[src/rtl/muldiv_unit.sv]
// Iterative HI/LO multiply/divide unit: 32 shift-add or restoring-subtract steps,
// then a single sign-fixup cycle that commits HI/LO and pulses done.
module muldiv_unit (
   input  logic        clk_i,
   input  logic        rst_ni,
   input  logic        start_i,
   input  logic [1:0]  op_i,
   input  logic [31:0] a_i,
   input  logic [31:0] b_i,
   input  logic        abort_i,
   input  logic        hi_we_i,
   input  logic        lo_we_i,
   input  logic [31:0] wdata_i,
   output logic        busy_o,
   output logic        done_o,
   output logic        div0_o,
   output logic [31:0] hi_o,
   output logic [31:0] lo_o
);
   typedef enum logic [1:0] {IDLE = 2'd0, RUN = 2'd1, FIX = 2'd2} state_e;

   state_e      state_q;
   logic [4:0]  cnt_q;
   logic [63:0] acc_q, acc_d;
   logic [31:0] opnd_q, hi_q, lo_q, hi_d, lo_d;
   logic        mul_q, neg_lo_q, neg_hi_q, zero_q, done_q, div0_q;

   logic        sgn, is_div, b_zero;
   logic [31:0] abs_a, abs_b, quo, rem;
   logic [32:0] lhs, addend, sum;
   logic [63:0] prod;

   assign sgn    = ~op_i[0];
   assign is_div = op_i[1];
   assign b_zero = (b_i == 32'd0);
   assign abs_a  = (sgn && a_i[31]) ? (32'd0 - a_i) : a_i;
   assign abs_b  = (sgn && b_i[31]) ? (32'd0 - b_i) : b_i;

   // One 33-bit adder: add multiplicand for multiply, subtract divisor for divide.
   assign lhs    = mul_q ? {1'b0, acc_q[63:32]} : {acc_q[63:32], acc_q[31]};
   assign addend = mul_q ? {1'b0, opnd_q} : ~{1'b0, opnd_q};
   assign sum    = lhs + addend + {32'd0, ~mul_q};

   always_comb begin
      acc_d = acc_q;
      if (mul_q)
         acc_d = acc_q[0] ? {sum, acc_q[31:1]} : {1'b0, acc_q[63:1]};
      else
         acc_d = sum[32] ? {lhs[31:0], acc_q[30:0], 1'b0} : {sum[31:0], acc_q[30:0], 1'b1};
   end

   assign prod = neg_lo_q ? (64'd0 - acc_q) : acc_q;
   assign quo  = neg_lo_q ? (32'd0 - acc_q[31:0]) : acc_q[31:0];
   assign rem  = neg_hi_q ? (32'd0 - acc_q[63:32]) : acc_q[63:32];
   assign hi_d = mul_q ? prod[63:32] : rem;
   assign lo_d = mul_q ? prod[31:0]  : quo;

   always_ff @(posedge clk_i) begin
      if (!rst_ni) begin
         state_q  <= IDLE;
         cnt_q    <= 5'd0;
         acc_q    <= 64'd0;
         opnd_q   <= 32'd0;
         hi_q     <= 32'd0;
         lo_q     <= 32'd0;
         mul_q    <= 1'b0;
         neg_lo_q <= 1'b0;
         neg_hi_q <= 1'b0;
         zero_q   <= 1'b0;
         done_q   <= 1'b0;
         div0_q   <= 1'b0;
      end else begin
         done_q <= 1'b0;
         case (state_q)
            IDLE: begin
               if (start_i && !abort_i) begin
                  mul_q    <= ~is_div;
                  opnd_q   <= is_div ? abs_b : abs_a;
                  acc_q    <= is_div ? {32'd0, abs_a} : {32'd0, abs_b};
                  neg_lo_q <= sgn & (a_i[31] ^ b_i[31]);
                  neg_hi_q <= sgn & is_div & a_i[31];
                  zero_q   <= is_div & b_zero;
                  cnt_q    <= 5'd31;
                  state_q  <= (is_div && b_zero) ? FIX : RUN;
               end else if (!start_i) begin
                  // MTHI/MTLO only land when no operation is being accepted
                  if (hi_we_i) hi_q <= wdata_i;
                  if (lo_we_i) lo_q <= wdata_i;
               end
            end
            RUN: begin
               if (abort_i) begin
                  state_q <= IDLE;
               end else begin
                  acc_q <= acc_d;
                  cnt_q <= cnt_q - 5'd1;
                  if (cnt_q == 5'd0) state_q <= FIX;
               end
            end
            FIX: begin
               state_q <= IDLE;
               if (!abort_i) begin
                  if (!zero_q) begin
                     hi_q <= hi_d;
                     lo_q <= lo_d;
                  end
                  div0_q <= zero_q;
                  done_q <= 1'b1;
               end
            end
            default: state_q <= IDLE;
         endcase
      end
   end

   assign busy_o = (state_q != IDLE);
   assign done_o = done_q;
   assign div0_o = div0_q;
   assign hi_o   = hi_q;
   assign lo_o   = lo_q;
endmodule

[config.mk]
export PLATFORM = sky130hd
export DESIGN_NAME = muldiv_unit
export DESIGN_NICKNAME = d
export VERILOG_FILES = /design/src/rtl/muldiv_unit.sv
export SDC_FILE = /design/constraint.sdc
export NUM_CORES = 1
export LEC_CHECK = 0
export ABC_AREA = 1
export CAP_MARGIN = 20
export CORE_AREA = 4 4 262 264
export DETAILED_ROUTE_END_ITERATION = 12
export DIE_AREA = 0 0 266 268
export GPL_TIMING_DRIVEN = 0
export PLACE_DENSITY_LB_ADDON = 0.25
export SLEW_MARGIN = 25
export SYNTH_ARGS = -nofsm -noshare
export SYNTH_HDL_FRONTEND = slang
export SYNTH_SLANG_ARGS = --single-unit
[constraint.sdc]
create_clock -name clk_i -period 4.5 [get_ports clk_i]
set_input_delay 1.125 -clock clk_i [delete_from_list [all_inputs] [get_ports clk_i]]
set_output_delay 1.125 -clock clk_i [all_outputs]
set_load 0.02 [all_outputs]
==> key figures <==
CTS
  • Worst-path clk slew: 0.07 ns
  • CTS root buffer: clkbuf_16
  • CTS Buffer Depth: 2
  • CTS buffer count: 17
  • TritonCTS Sinks: 173
  • CTS tree: built
  • Clk_lat worst skew: 0.49 ns
  • H-tree levels: 4
  • Setup bufs post-CTS: 0

GRT
  • Global-route wire length before repair: 118000 um
  • Met2 track demand over resource: 0.3426
  • Vias in the first global route: 18590
  • Largest net degree at the start of global routing: 17
  • Initial antenna violation count: 0
  • Met3 global-route usage: 0.03873
  • Busiest grt layer: met2
  • Gr ovfl total: 0
  • M1 GR Usage: 0.3020
  • GR Util All Layers: 0.2196

Finish
  • # nets final: 3193
  • Multi-input logic area: 11150 um^2
  • Antenna Cells: 0
  • Share of cells above drive strength 1: 0.05322
  • Post-Layout Inst Area: 19740 um^2
  • Storage cell area: 3463 um^2
  • Filler cell count: 7707
  • Filler-free cell count of the finished design: 3936
  • Layout area overhead: 20.45%

STA
  • Final setup fails: 0
  • Slew Viols, Final: 0
  • Final Cycle Share: 0.9283
  • Setup WS post-layout: 0.3228 ns
  • Clock Skew: 0.01043 ns
  • Slew margin rel.: 0.3047
  • Fmax: 239.4 MHz
  • Setup_tns: 0 ns
  • RSZ-0062 raised after global routing: no
  • Final Hold Fails: 0
  • Min Tclk post-route: 4.177 ns
  • Slew @ Worst Pin: 1.043 ns

Yosys
  • Warnings from Yosys: 0
  • Ys async rst share: 0
  • Post-synth top cells: nand2_1 (820), a21oi_1 (302), inv_1 (284)
  • Top_reg_cell synth: dfxtp_1
  • Synth top area share: 0.2113
  • Syn_nets: 3006
  • Post-synthesis cell count: 2864
  • Yosys top cell by area: dfxtp_1
  • Post-synthesis cell type count: 56
  • Register area share after synthesis: 0.2113
  • Flops & latches, synth: 173
  • Synth area leaders: dfxtp_1 (21%), nand2_1 (19%), a21oi_1 (9.2%)
  • Post-synth EDFFs: 0
  • Mapped cell area: 16390 um^2
  • Syn Area/Cell: 5.723 um^2
  • Most frequent cell after synthesis: nand2_1

Worst hold path
  • Class of the worst hold path: reg2reg

Worst setup path
  • Worst-path cell chain: buf_4 -> buf_2 -> clkbuf_1 -> clkbuf_2 -> o21ai_0 -> ha_1 -> or2_1 -> nand3_1 -> nand2_2 -> nand2_1 -> nand2_2 -> nand2_2 -> nand2_4 -> nand2_4 -> nand2_8 -> nor2_4 -> nand2_1 -> nand3_1 -> a21oi_1
  • CP peak stage delay: 0.52 ns
  • CP max stage cell: clkbuf_1
  • CP arrival: 4.51 ns
  • Critical Path Most Common Cell: nand2_2
  • Critical path class: reg2reg
  • Critical path launch point type: flop
  • Setup crit end kind: flop
  • Worst path required time: 4.84 ns
  • Worst Path Max Fanout: 10
  • Setup slack, reg-to-reg: 0.32 ns

Route
  • Post-DRT Antenna Nets: 0
  • WL/cell: 20.69 um
  • Vias post-DR: 20150
  • DRC viols: 0
  • DR iter-0 viols: 1978
  • Final WL: 81430 um
  • Drt via density: 5.120
  • First-pass DRT Iterations: 9

Pwr
  • Design Power: 6.745 mW
  • Static Leak: 8.735 nW
  • Peak VDD IR: 0.3061 mV
  • Cell Pwr Density: 341.6 nW/um^2

Placed design
  • Place WS: 0.09156 ns
  • PortBufs: 169
  • Post-DP HPWL: 67830 um
  • Final GP Congestion: 1.011
  • Placed cells: 3906
  • Cell Area, Placed: 19170 um^2

Run status
  • Status: finished, final reports clean

Floorplanning
  • Starting Density: 0.2462
  • I/O Pins: 171
  • FP Rows: 95
  • CORE AREA: 66560 um^2
  • Chip height: 268 um
  • Die ar.: 71290 um^2
  • DIE WIDTH: 266 um

Flow run
  • Max Cap Viol: 0
cell families (layout without fill, tap and decap cells):
| group | Yosys count | count (layout) | share of synthesized area |
|---|---|---|---|
| AOI/OAI and AO/OA | 663 | 663 | 0.2204 |
| xor gates and xnor gates | 111 | 111 | 0.05932 |
| adders and majority gates | 38 | 38 | 0.02947 |
| buffers and inverters | 451 | 650 | 0.1085 |
| DFF | 173 | 173 | 0.2113 |
| and+or+nand+nor | 1428 | 1428 | 0.3710 |
layer usage:
layer / vias to the layer above / routed length, um
met1: 9432 / 36460
li1: 9777 / -
met4: 0 / 3200
met2: 824 / 35730
met5: - / 0
met3: 119 / 6046
where the power goes:
| part | switching, mW | internal (mW) |
|---|---|---|
| Clock | 0.723 | 0.822 |
| Combinational | 2.30 | 1.06 |
| Sequential | 0.160 | 1.68 |
path summary, 6_finish.rpt:
| kind | from | end | cells after the start |
|---|---|---|---|
| min reg2reg | div0_o | div0_o | 2 |
| max reg2reg | mul_q | acc_q[51] | 19 |
| min | div0_o | div0_o | 2 |
| max | mul_q | acc_q[51] | 19 |
through the flow:
| step | utilization | hold slack [ns] |
|---|---|---|
| 6_report | 0.2966 | 0.4947 |
| 5_1_grt | 0.2966 | 0.5469 |
| 4_1_cts | 0.2966 | 0.4986 |
| 3_5_place_dp | 0.2880 | 0.4853 |
| 3_3_place_gp | 0.2880 | 0.4815 |
| 2_1_floorplan | - | 0.4508 |
area by class of cell:
type	count	area share
plain buffers	144	0.03175
clock buffers	20	0.02212
clock inverters	11	0.006782
inverters	306	0.05818
multi-input cells	2240	0.5647
flip-flops and latches	173	0.1754
well taps	873	0.05533
repair buffers	169	0.08569
critical path: cells and delay by family, from the launching register on:
kind / cells / cell delay [ns]
AOI/OAI and AO/OA: 2 / 0.34
DFF: 1 / 0.31
adders and majority gates: 1 / 0.40
buffers and inverters: 4 / 1.40
and+or+nand+nor: 12 / 1.56
timing repair:
| action | 4_1_cts | 5_1_grt |
|---|---|---|
| gates resized for setup | 0 | 1 |
| setup endpoints to repair | 0 | 31 |
| hold buffers | 0 | 0 |
cell usage in the layout, fill, tap and decap left out, types with 37 or more instances in the layout:
cell type / Yosys / final
clkdlybuf4s50_1: 0 / 169
clkbuf_1: 83 / 86
nand2_1: 820 / 820
buf_2: 41 / 41
o211ai_1: 48 / 48
nand3_1: 225 / 225
nor2_1: 245 / 245
inv_1: 284 / 284
ha_1: 37 / 37
a21oi_1: 302 / 302
xor2_1: 62 / 62
o21ai_0: 227 / 227
xnor2_1: 49 / 49
dfxtp_1: 173 / 173
sequential cells by signal (all words and copies together), names as in the netlist, 2 cells and up:
signal	count
lo_o	32
hi_o	32
acc_q	64
state_q	2
opnd_q	32
cnt_q	5
(Power assumes the default switching activity.)
